<file path="src/rtl/clock_monitor.sv">
// clock_monitor: measures the period and high time of async `in` on `clock`, checks both against EXP_* +/- TOL, flags a stalled input.
// Edge detect takes 3 edges; results land one cycle after the closing rise; no backpressure. `CLKMON_STICKY_ERR_EN adds err_clr/sticky_err.
module clock_monitor #(
    parameter int CNT_W      = 16,
    parameter int EXP_PERIOD = 4,
    parameter int EXP_HIGH   = 1,
    parameter int TOL        = 0,
    parameter int TIMEOUT    = 1024
) (
    input  logic             clock,
    input  logic             reset_n,
    input  logic             in,
`ifdef CLKMON_STICKY_ERR_EN
    input  logic             err_clr,
    output logic             sticky_err,
`endif
    output logic [CNT_W-1:0] period,
    output logic [CNT_W-1:0] high_time,
    output logic             meas_valid,
    output logic             freq_ok,
    output logic             duty_ok,
    output logic             lost
);
    localparam int                IDLE_W   = $clog2(TIMEOUT);
    localparam logic [IDLE_W-1:0] IDLE_MAX = IDLE_W'(TIMEOUT - 1);
    localparam logic [CNT_W-1:0]  CNT_MAX  = {CNT_W{1'b1}};
    localparam logic [CNT_W-1:0]  EXP_P    = CNT_W'(EXP_PERIOD);
    localparam logic [CNT_W-1:0]  EXP_H    = CNT_W'(EXP_HIGH);
    localparam logic [CNT_W-1:0]  TOL_V    = CNT_W'(TOL);

    typedef enum logic [1:0] {S_IDLE, S_HIGH, S_LOW} state_t;

    state_t            state_q, state_d;
    logic              sync1_q, sync2_q, s_prev_q;
    logic              rise, fall, any_edge, timeout, meas;
    logic [CNT_W-1:0]  high_cnt_q, high_cnt_d;
    logic [CNT_W-1:0]  low_cnt_q, low_cnt_d;
    logic [CNT_W-1:0]  period_q, period_d;
    logic [CNT_W-1:0]  high_time_q, high_time_d;
    logic [CNT_W:0]    sum;
    logic [IDLE_W-1:0] idle_cnt_q, idle_cnt_d;
    logic              meas_valid_q, meas_valid_d;
    logic              freq_ok_q, freq_ok_d;
    logic              duty_ok_q, duty_ok_d;
    logic              lost_q, lost_d;

    function automatic logic within_tol(input logic [CNT_W-1:0] v, input logic [CNT_W-1:0] e);
        logic [CNT_W-1:0] diff;
        diff = (v >= e) ? (v - e) : (e - v);
        return diff <= TOL_V;
    endfunction

    always_ff @(posedge clock or negedge reset_n) begin
        if (!reset_n) begin
            sync1_q  <= 1'b0;
            sync2_q  <= 1'b0;
            s_prev_q <= 1'b0;
        end else begin
            sync1_q  <= in;
            sync2_q  <= sync1_q;
            s_prev_q <= sync2_q;
        end
    end

    assign rise     = sync2_q & ~s_prev_q;
    assign fall     = ~sync2_q & s_prev_q;
    assign any_edge = rise | fall;
    // A detected edge in the timeout cycle keeps the input alive.
    assign timeout  = ~any_edge & (idle_cnt_q == IDLE_MAX);
    assign meas     = (state_q == S_LOW) & rise;
    assign sum      = {1'b0, high_cnt_q} + {1'b0, low_cnt_q};

    always_ff @(posedge clock or negedge reset_n) begin
        if (!reset_n) state_q <= S_IDLE;
        else          state_q <= state_d;
    end

    always_comb begin
        state_d = state_q;
        if (timeout) begin
            state_d = S_IDLE;
        end else begin
            case (state_q)
                S_IDLE:  if (rise) state_d = S_HIGH;
                S_HIGH:  if (fall) state_d = S_LOW;
                S_LOW:   if (rise) state_d = S_HIGH;
                default: state_d = S_IDLE;
            endcase
        end
    end

    always_comb begin
        high_cnt_d   = high_cnt_q;
        low_cnt_d    = low_cnt_q;
        period_d     = period_q;
        high_time_d  = high_time_q;
        freq_ok_d    = freq_ok_q;
        duty_ok_d    = duty_ok_q;
        lost_d       = lost_q;
        meas_valid_d = meas;
        idle_cnt_d   = any_edge ? '0 :
                       (idle_cnt_q == IDLE_MAX) ? idle_cnt_q : idle_cnt_q + IDLE_W'(1);
        case (state_q)
            S_IDLE: begin
                if (rise) begin
                    high_cnt_d = CNT_W'(1);
                    low_cnt_d  = '0;
                end
            end
            S_HIGH: begin
                if (fall)                       low_cnt_d  = CNT_W'(1);
                else if (high_cnt_q != CNT_MAX) high_cnt_d = high_cnt_q + CNT_W'(1);
            end
            S_LOW: begin
                if (rise) begin
                    period_d    = sum[CNT_W] ? CNT_MAX : sum[CNT_W-1:0];
                    high_time_d = high_cnt_q;
                    freq_ok_d   = within_tol(period_d, EXP_P);
                    duty_ok_d   = within_tol(high_cnt_q, EXP_H);
                    high_cnt_d  = CNT_W'(1);
                    low_cnt_d   = '0;
                end else if (low_cnt_q != CNT_MAX) begin
                    low_cnt_d = low_cnt_q + CNT_W'(1);
                end
            end
            default: ;
        endcase
        if (rise) lost_d = 1'b0;
        // Measurements already taken are kept for inspection; only the verdicts drop.
        if (timeout) begin
            lost_d    = 1'b1;
            freq_ok_d = 1'b0;
            duty_ok_d = 1'b0;
        end
    end

    always_ff @(posedge clock or negedge reset_n) begin
        if (!reset_n) begin
            high_cnt_q   <= '0;
            low_cnt_q    <= '0;
            period_q     <= '0;
            high_time_q  <= '0;
            idle_cnt_q   <= '0;
            meas_valid_q <= 1'b0;
            freq_ok_q    <= 1'b0;
            duty_ok_q    <= 1'b0;
            lost_q       <= 1'b0;
        end else begin
            high_cnt_q   <= high_cnt_d;
            low_cnt_q    <= low_cnt_d;
            period_q     <= period_d;
            high_time_q  <= high_time_d;
            idle_cnt_q   <= idle_cnt_d;
            meas_valid_q <= meas_valid_d;
            freq_ok_q    <= freq_ok_d;
            duty_ok_q    <= duty_ok_d;
            lost_q       <= lost_d;
        end
    end

`ifdef CLKMON_STICKY_ERR_EN
    logic sticky_q, sticky_d;

    // Set takes priority over clear so a coincident error is never dropped.
    always_comb begin
        sticky_d = sticky_q;
        if (err_clr) sticky_d = 1'b0;
        if ((meas_valid_q && !(freq_ok_q && duty_ok_q)) || (lost_d && !lost_q)) sticky_d = 1'b1;
    end

    always_ff @(posedge clock or negedge reset_n) begin
        if (!reset_n) sticky_q <= 1'b0;
        else          sticky_q <= sticky_d;
    end

    assign sticky_err = sticky_q;
`endif

    assign period     = period_q;
    assign high_time  = high_time_q;
    assign meas_valid = meas_valid_q;
    assign freq_ok    = freq_ok_q;
    assign duty_ok    = duty_ok_q;
    assign lost       = lost_q;

endmodule

</file>
<file path="config.mk">
export PLATFORM = sky130hd
export DESIGN_NAME = clock_monitor
export DESIGN_NICKNAME = d
export VERILOG_FILES = /design/src/rtl/clock_monitor.sv
export SDC_FILE = /design/constraint.sdc
export NUM_CORES = 1
export LEC_CHECK = 0
export BUFFER_PORTS_ARGS = -buffer_cell sky130_fd_sc_hd__buf_2
export CORE_UTILIZATION = 45
export CTS_CLUSTER_DIAMETER = 100
export CTS_CLUSTER_SIZE = 20
export DETAILED_ROUTE_END_ITERATION = 6
export PLACE_DENSITY = 0.6
export RECOVER_POWER = 100
export SYNTH_ARGS = -nofsm -noshare
export SYNTH_HDL_FRONTEND = slang
export SYNTH_SLANG_ARGS = --single-unit
export TNS_END_PERCENT = 20
</file>
<file path="constraint.sdc">
create_clock -name clock -period 10 [get_ports clock]
set_input_delay 1 -clock clock [delete_from_list [all_inputs] [get_ports clock]]
set_output_delay 1 -clock clock [all_outputs]
set_load 0.01 [all_outputs]
</file>
Word-level counts from Yosys, hierarchy flattened
Cells that the tools add are included.
{"block": "op_classes", "n_reduce_logical": 11, "n_bitwise": 8, "n_lt_le_gt_ge": 4, "n_eq_ne": 14, "add_sub_neg": 8, "mux": 26}
{"operator": "two-way mux 16 bit", "n": 10}
{"operator": "case mux 16 bit (3 select lines)", "n": 1}
{"operator": "adder 16 x 1 -> 16 bit, second input constant", "n": 2}
{"operator": "<= comparator 16 x 1 -> 1 bit, second input constant", "n": 2}
{"operator": "inequality test 16 bit, second input constant", "n": 2}
{"operator": "case mux 16 bit (2 select lines)", "n": 1}
{"operator": "two-way mux 10 bit", "n": 2}
{"operator": "adder 16 x 16 -> 17 bit", "n": 1}
{"operator": "greater-or-equal comparator 16 x 1 -> 1 bit, second input constant", "n": 1}
{"operator": "greater-or-equal comparator 16 x 3 -> 1 bit, second input constant", "n": 1}
{"operator": "subtractor 1 x 16 -> 16 bit, first input constant", "n": 1}
{"operator": "subtractor 16 x 1 -> 16 bit, second input constant", "n": 1}
{"operator": "subtractor 16 x 3 -> 16 bit, second input constant", "n": 1}
{"operator": "subtractor 3 x 16 -> 16 bit, first input constant", "n": 1}
{"operator": "adder 10 x 1 -> 10 bit, second input constant", "n": 1}
{"operator": "equality test 10 bit, second input constant", "n": 1}
{"operator": "inequality test 2 bit, second input constant", "n": 5}
{"operator": "two-way mux 1 bit", "n": 8}
{"operator": "AND reduction 4 bit", "n": 2}
{"operator": "two-way mux 2 bit", "n": 3}
{"operator": "AND reduction 2 bit", "n": 3}
{"operator": "nonzero test 2 bit", "n": 3}
{"operator": "AND 1 bit", "n": 4}
{"operator": "case mux 2 bit (2 select lines)", "n": 1}
{"operator": "11 further kinds", "n": 13}
{"block": "word_totals", "in_bits": 3, "output_inout_bits": 36, "regBits": 83}

Logic depth before layout (Yosys ltp)
{"block": "logic_depth", "depth_word": 8, "mapped_depth": 16, "depth_no_buf": 16}

Least setup slack after synthesis
Ideal clock, no wire load.
{"block": "synth_timing", "path_type": "register -> register", "start": "register high_cnt_q[0]", "end": "register freq_ok_q, in the netlist freq_ok", "t_arrival_ns": 3.715, "path_slack_ns": 6.208, "synth_period_minus_slack_ns": 3.792, "setup_time_ns": 0.077, "t_required_ns": 9.923, "path_stages_with_launch": 17, "path_cell_list": "dfrtp_1 > ha_1 > fa_1 > nand3_2 > a21o_1 > a211o_1 > a21o_1 > nand2_2 > nor2_1 > ha_1 > nand2b_1 > or3_4 > or4b_1 > or4b_1 > nand3_1 > nand4b_1 > o21ai_1"}
{"block": "synth_via", "elab_chain_cells": 8, "elab_cells_between_ends": 10, "cone_classes": "3 x add/sub; 2 x order compare; 5 x mux"}
{"element": "start, declared", "line_no": "36", "rtl": "logic [CNT_W-1:0] high_cnt_q, high_cnt_d;"}
{"element": "start signal, assigned", "line_no": "149", "rtl": "high_cnt_q <= high_cnt_d;"}
{"element": "adder 16 x 16 -> 17 bit (*)", "line_no": "71", "rtl": "assign sum = {1'b0, high_cnt_q} + {1'b0, low_cnt_q};"}
{"element": "two-way mux 16 bit (*)", "line_no": "116", "rtl": "period_d = sum[CNT_W] ? CNT_MAX : sum[CNT_W-1:0];"}
{"element": "subtractor 3 x 16 -> 16 bit, or another cell as far along", "line_no": "49", "rtl": "diff = (v >= e) ? (v - e) : (e - v);"}
{"element": "two-way mux 16 bit (*)", "line_no": "49"}
{"element": "<= comparator 16 x 1 -> 1 bit (*)", "line_no": "50", "rtl": "return diff <= TOL_V;"}
{"element": "two-way mux 1 bit (*)", "line_no": "115", "rtl": "if (rise) begin"}
{"element": "two-way mux 1 bit (*)", "line_no": "103", "rtl": "case (state_q)"}
{"element": "two-way mux 1 bit (*)", "line_no": "130", "rtl": "if (timeout) begin"}
{"element": "end signal, assigned", "line_no": "155", "rtl": "freq_ok_q <= freq_ok_d;"}
{"element": "end, declared", "line_no": "43", "rtl": "logic freq_ok_q, freq_ok_d;"}
Every way passes the cells marked *; elsewhere a longest branch is shown, timed or not. The select of a mux whose other input is x is not followed.
A chain may end at the register's enable or synchronous reset.

==> results.json <==
{
  "status": "complete, but fails checks",
  "violations": "max-capacitance violations, max-slew violations",
  "synthToLayoutAreaGrowth_pct": 10.0,
  "wl_mm": 13.6,
  "relSlewSlack": -1.04,
  "grt_pass1_vias": 4404,
  "antenna_found_initial": 0,
  "hpwl_mm": 10.3,
  "cp_top_family": "buffers and inverters",
  "finalInstanceArea_um2": 5820,
  "drv_cap": 2,
  "vias": 4603,
  "fp.dieArea_um2": 12200,
  "setup-tns-final_ns": 0,
  "total_power_mw": 1.15,
  "syn-cell-area_um2": 5290,
  "worst_path_max_delay_cell": "clkbuf_1",
  "finalMaxSlewViolations": 107,
  "final_cells": 799,
  "synth_edf_count": 0,
  "clkSinkCount": 83,
  "setup_viol": 0,
  "holdPathEnd": "sync2_q",
  "hold_start": "sync1_q",
  "clk_latency_ns": 0.35,
  "ant_nets": 0,
  "cts-resized-gates": 0,
  "dp.cells": 783,
  "hold_viol": 0,
  "nets": 689,
  "leakagePower_nw": 2.78,
  "hp-class": "register to register",
  "globalplace.congestion": 0.908,
  "clkTransAtPathRegs_ns": 0.06,
  "worstReg2RegStart": "high_cnt_q[8]",
  "crit_chain": "clkbuf_1, clkbuf_1",
  "synth_seq_area_share": 0.393,
  "fp.dieH_um": 110,
  "skew_ns": 0.00704,
  "cts_buffers": 9,
  "worstMarginPinSlew_ns": 3.06,
  "worstPathMaxFanout": 58,
  "avgSynthCellArea_um2": 8.46,
  "max_stage_delay_ns": 2.23,
  "fmax_mhz": 224,
  "async_flop_share": 1.00,
  "grt-ovfl-total": 0,
  "critPathBufInv": 2,
  "critPathArrivalTime_ns": 4.23,
  "powerDensity_nw_per_um2": 197,
  "reg2reg_slack_ns": 5.64,
  "n_antenna_cell": 0,
  "vias_per_cell": 5.76,
  "port_buffers": 38,
  "first_iter_violations": 263,
  "fin_crit_sh": 0.446,
  "end_kind": "asynchronous set/reset pin",
  "grt_max_degree": 59,
  "ys_warn_count": 0,
  "hold_depth": 0,
  "start_kind": "input port",
  "r2r-end": "freq_ok",
  "initial_utilization": 0.463,
  "period_minus_slack_ns": 4.46,
  "grt_pass1_wl_mm": 22.1,
  "ioPinCount": 39,
  "post_cts_buffers": 0,
  "grt_use_total": 0.240,
  "ir_drop_mv": 0.111,
  "cts_tree": "built",
  "worstPathRequired_ns": 9.78,
  "path_class": "input port to asynchronous set/reset pin",
  "synthFlopType": "dfrtp_1",
  "crit_top_cell": "clkbuf_1",
  "cts-root-buf": "clkbuf_16",
  "r2r_cells": 15,
  "drc": 0,
  "rsz0062_at_grt": "false",
  "drive_gt1_frac": 0.0473,
  "yosys_register_bits": 83,
  "placedInstanceArea_um2": 5560,
  "yosysUniqueCellTypes": 64,
  "cts_max_path_buffers": 2,
  "drt-pass1-iter-count": 6,
  "synth_nets": 663,
  "rows": 39,
  "core_um2": 11400,
  "die_w_um": 110,
  "htreeDepth": 3,
  "hold_buffers": 0,
  "synth_cells": 625,
  "wl_per_cell_um": 17.0
}
[flip-flops by register name, summed over array words and instances (netlist names)]
name	cells
high_cnt_q	16
s_prev_q	1
duty_ok	1
sync2_q	1
high_time	16
meas_valid	1
low_cnt_q	16
idle_cnt_q	10
freq_ok	1
period	16
lost	1
state_q	2
sync1_q	1
[through the flow]
stage               utilization  setup slack, ns  hold WS, ns
finish                    0.509             5.54        0.353
global route              0.509             4.60        0.367
CTS                       0.514             5.75        0.361
detailed placement        0.487             5.77        0.336
global placement          0.487             5.93        0.342
floorplan                     -             6.21        0.331
[kinds of logic after synthesis]
| logic type | Yosys count | synth area share |
|---|---|---|
| simple gates | 290 | 0.268 |
| compound gates | 135 | 0.153 |
| flops | 83 | 0.393 |
| buf+inv | 42 | 0.0341 |
| xor+xnor | 39 | 0.0660 |
| fa+ha+maj | 35 | 0.0843 |
| mux | 1 | 0.00189 |
[layout make-up]
class | count | area (µm²)
Clock buffer | 9 | 225
Inverter | 17 | 63.8
Clock inverter | 7 | 92.6
Tap cell | 143 | 179
Sequential cell | 83 | 2080
Timing Repair Buffer | 40 | 151
Multi-Input combinational cell | 500 | 3030
Fill cell | 1120 | 5600
[cell usage after synthesis (4+ instances only)]
| cell | number | area [µm²] |
|---|---|---|
| xor2_1 | 25 | 219 |
| o21ai_0 | 52 | 260 |
| xnor2_1 | 13 | 114 |
| a21o_1 | 9 | 67.6 |
| nor2b_1 | 7 | 43.8 |
| inv_1 | 17 | 63.8 |
| ha_1 | 34 | 425 |
| a31oi_1 | 10 | 62.6 |
| and2_1 | 5 | 31.3 |
| nor2_1 | 69 | 259 |
| nor4b_1 | 4 | 35.0 |
| and3_1 | 13 | 81.3 |
| a21oi_1 | 31 | 155 |
| dfrtp_1 | 83 | 2080 |
| clkbuf_1 | 18 | 67.6 |
| nand2_1 | 94 | 353 |
| or3_1 | 7 | 43.8 |
| nand3_1 | 24 | 120 |
| nor3_1 | 20 | 100 |
| nand4_1 | 19 | 119 |
[worst max-delay path by stage]
stage | depth (start not counted) | slack, ns | from | end
finish | 2 | 5.54 | reset_n | idle_cnt_q[7]
global route | 2 | 4.60 | reset_n | low_cnt_q[11]
CTS | 15 | 5.75 | high_cnt_q[7] | freq_ok
detailed placement | 15 | 5.77 | high_cnt_q[8] | freq_ok
global placement | 15 | 5.93 | high_cnt_q[7] | freq_ok
floorplan | 16 | 6.21 | high_cnt_q[0] | freq_ok
[report_power, final]
group	total, mW	switching (mW)	internal, mW
registers	0.409	0.0367	0.372
clock network	0.349	0.148	0.200
logic	0.391	0.247	0.144
total	1.15	0.432	0.716
[routing by layer]
layer | share of wire | routed length [µm] | vias to the layer above | GRT usage
met5 | 0 | 0 | - | 0
met4 | 0.031 | 428 | 0 | 0.118
met3 | 0.048 | 651 | 31 | 0.0429
met2 | 0.45 | 6140 | 133 | 0.382
met1 | 0.47 | 6390 | 2174 | 0.315
li1 | - | - | 2265 | -
[placed cells by master (no fill, tap or decap), types with 4 or more instances in the layout]
cell type,Yosys,layout
nand3_1,24,24
nor4b_1,4,4
nand2_1,94,95
and3_1,13,13
ha_1,34,34
nor3_1,20,20
nand4_1,19,19
a21oi_1,31,31
nor2_1,69,69
clkbuf_16,0,9
xor2_1,25,25
xnor2_1,13,13
inv_1,17,17
a21o_1,9,9
o21ai_0,52,52
dfrtp_1,83,83
nor2b_1,7,7
or3_1,7,7
a31oi_1,10,10
clkbuf_1,18,39
No activity file was read; power rests on OpenSTA's default activity.
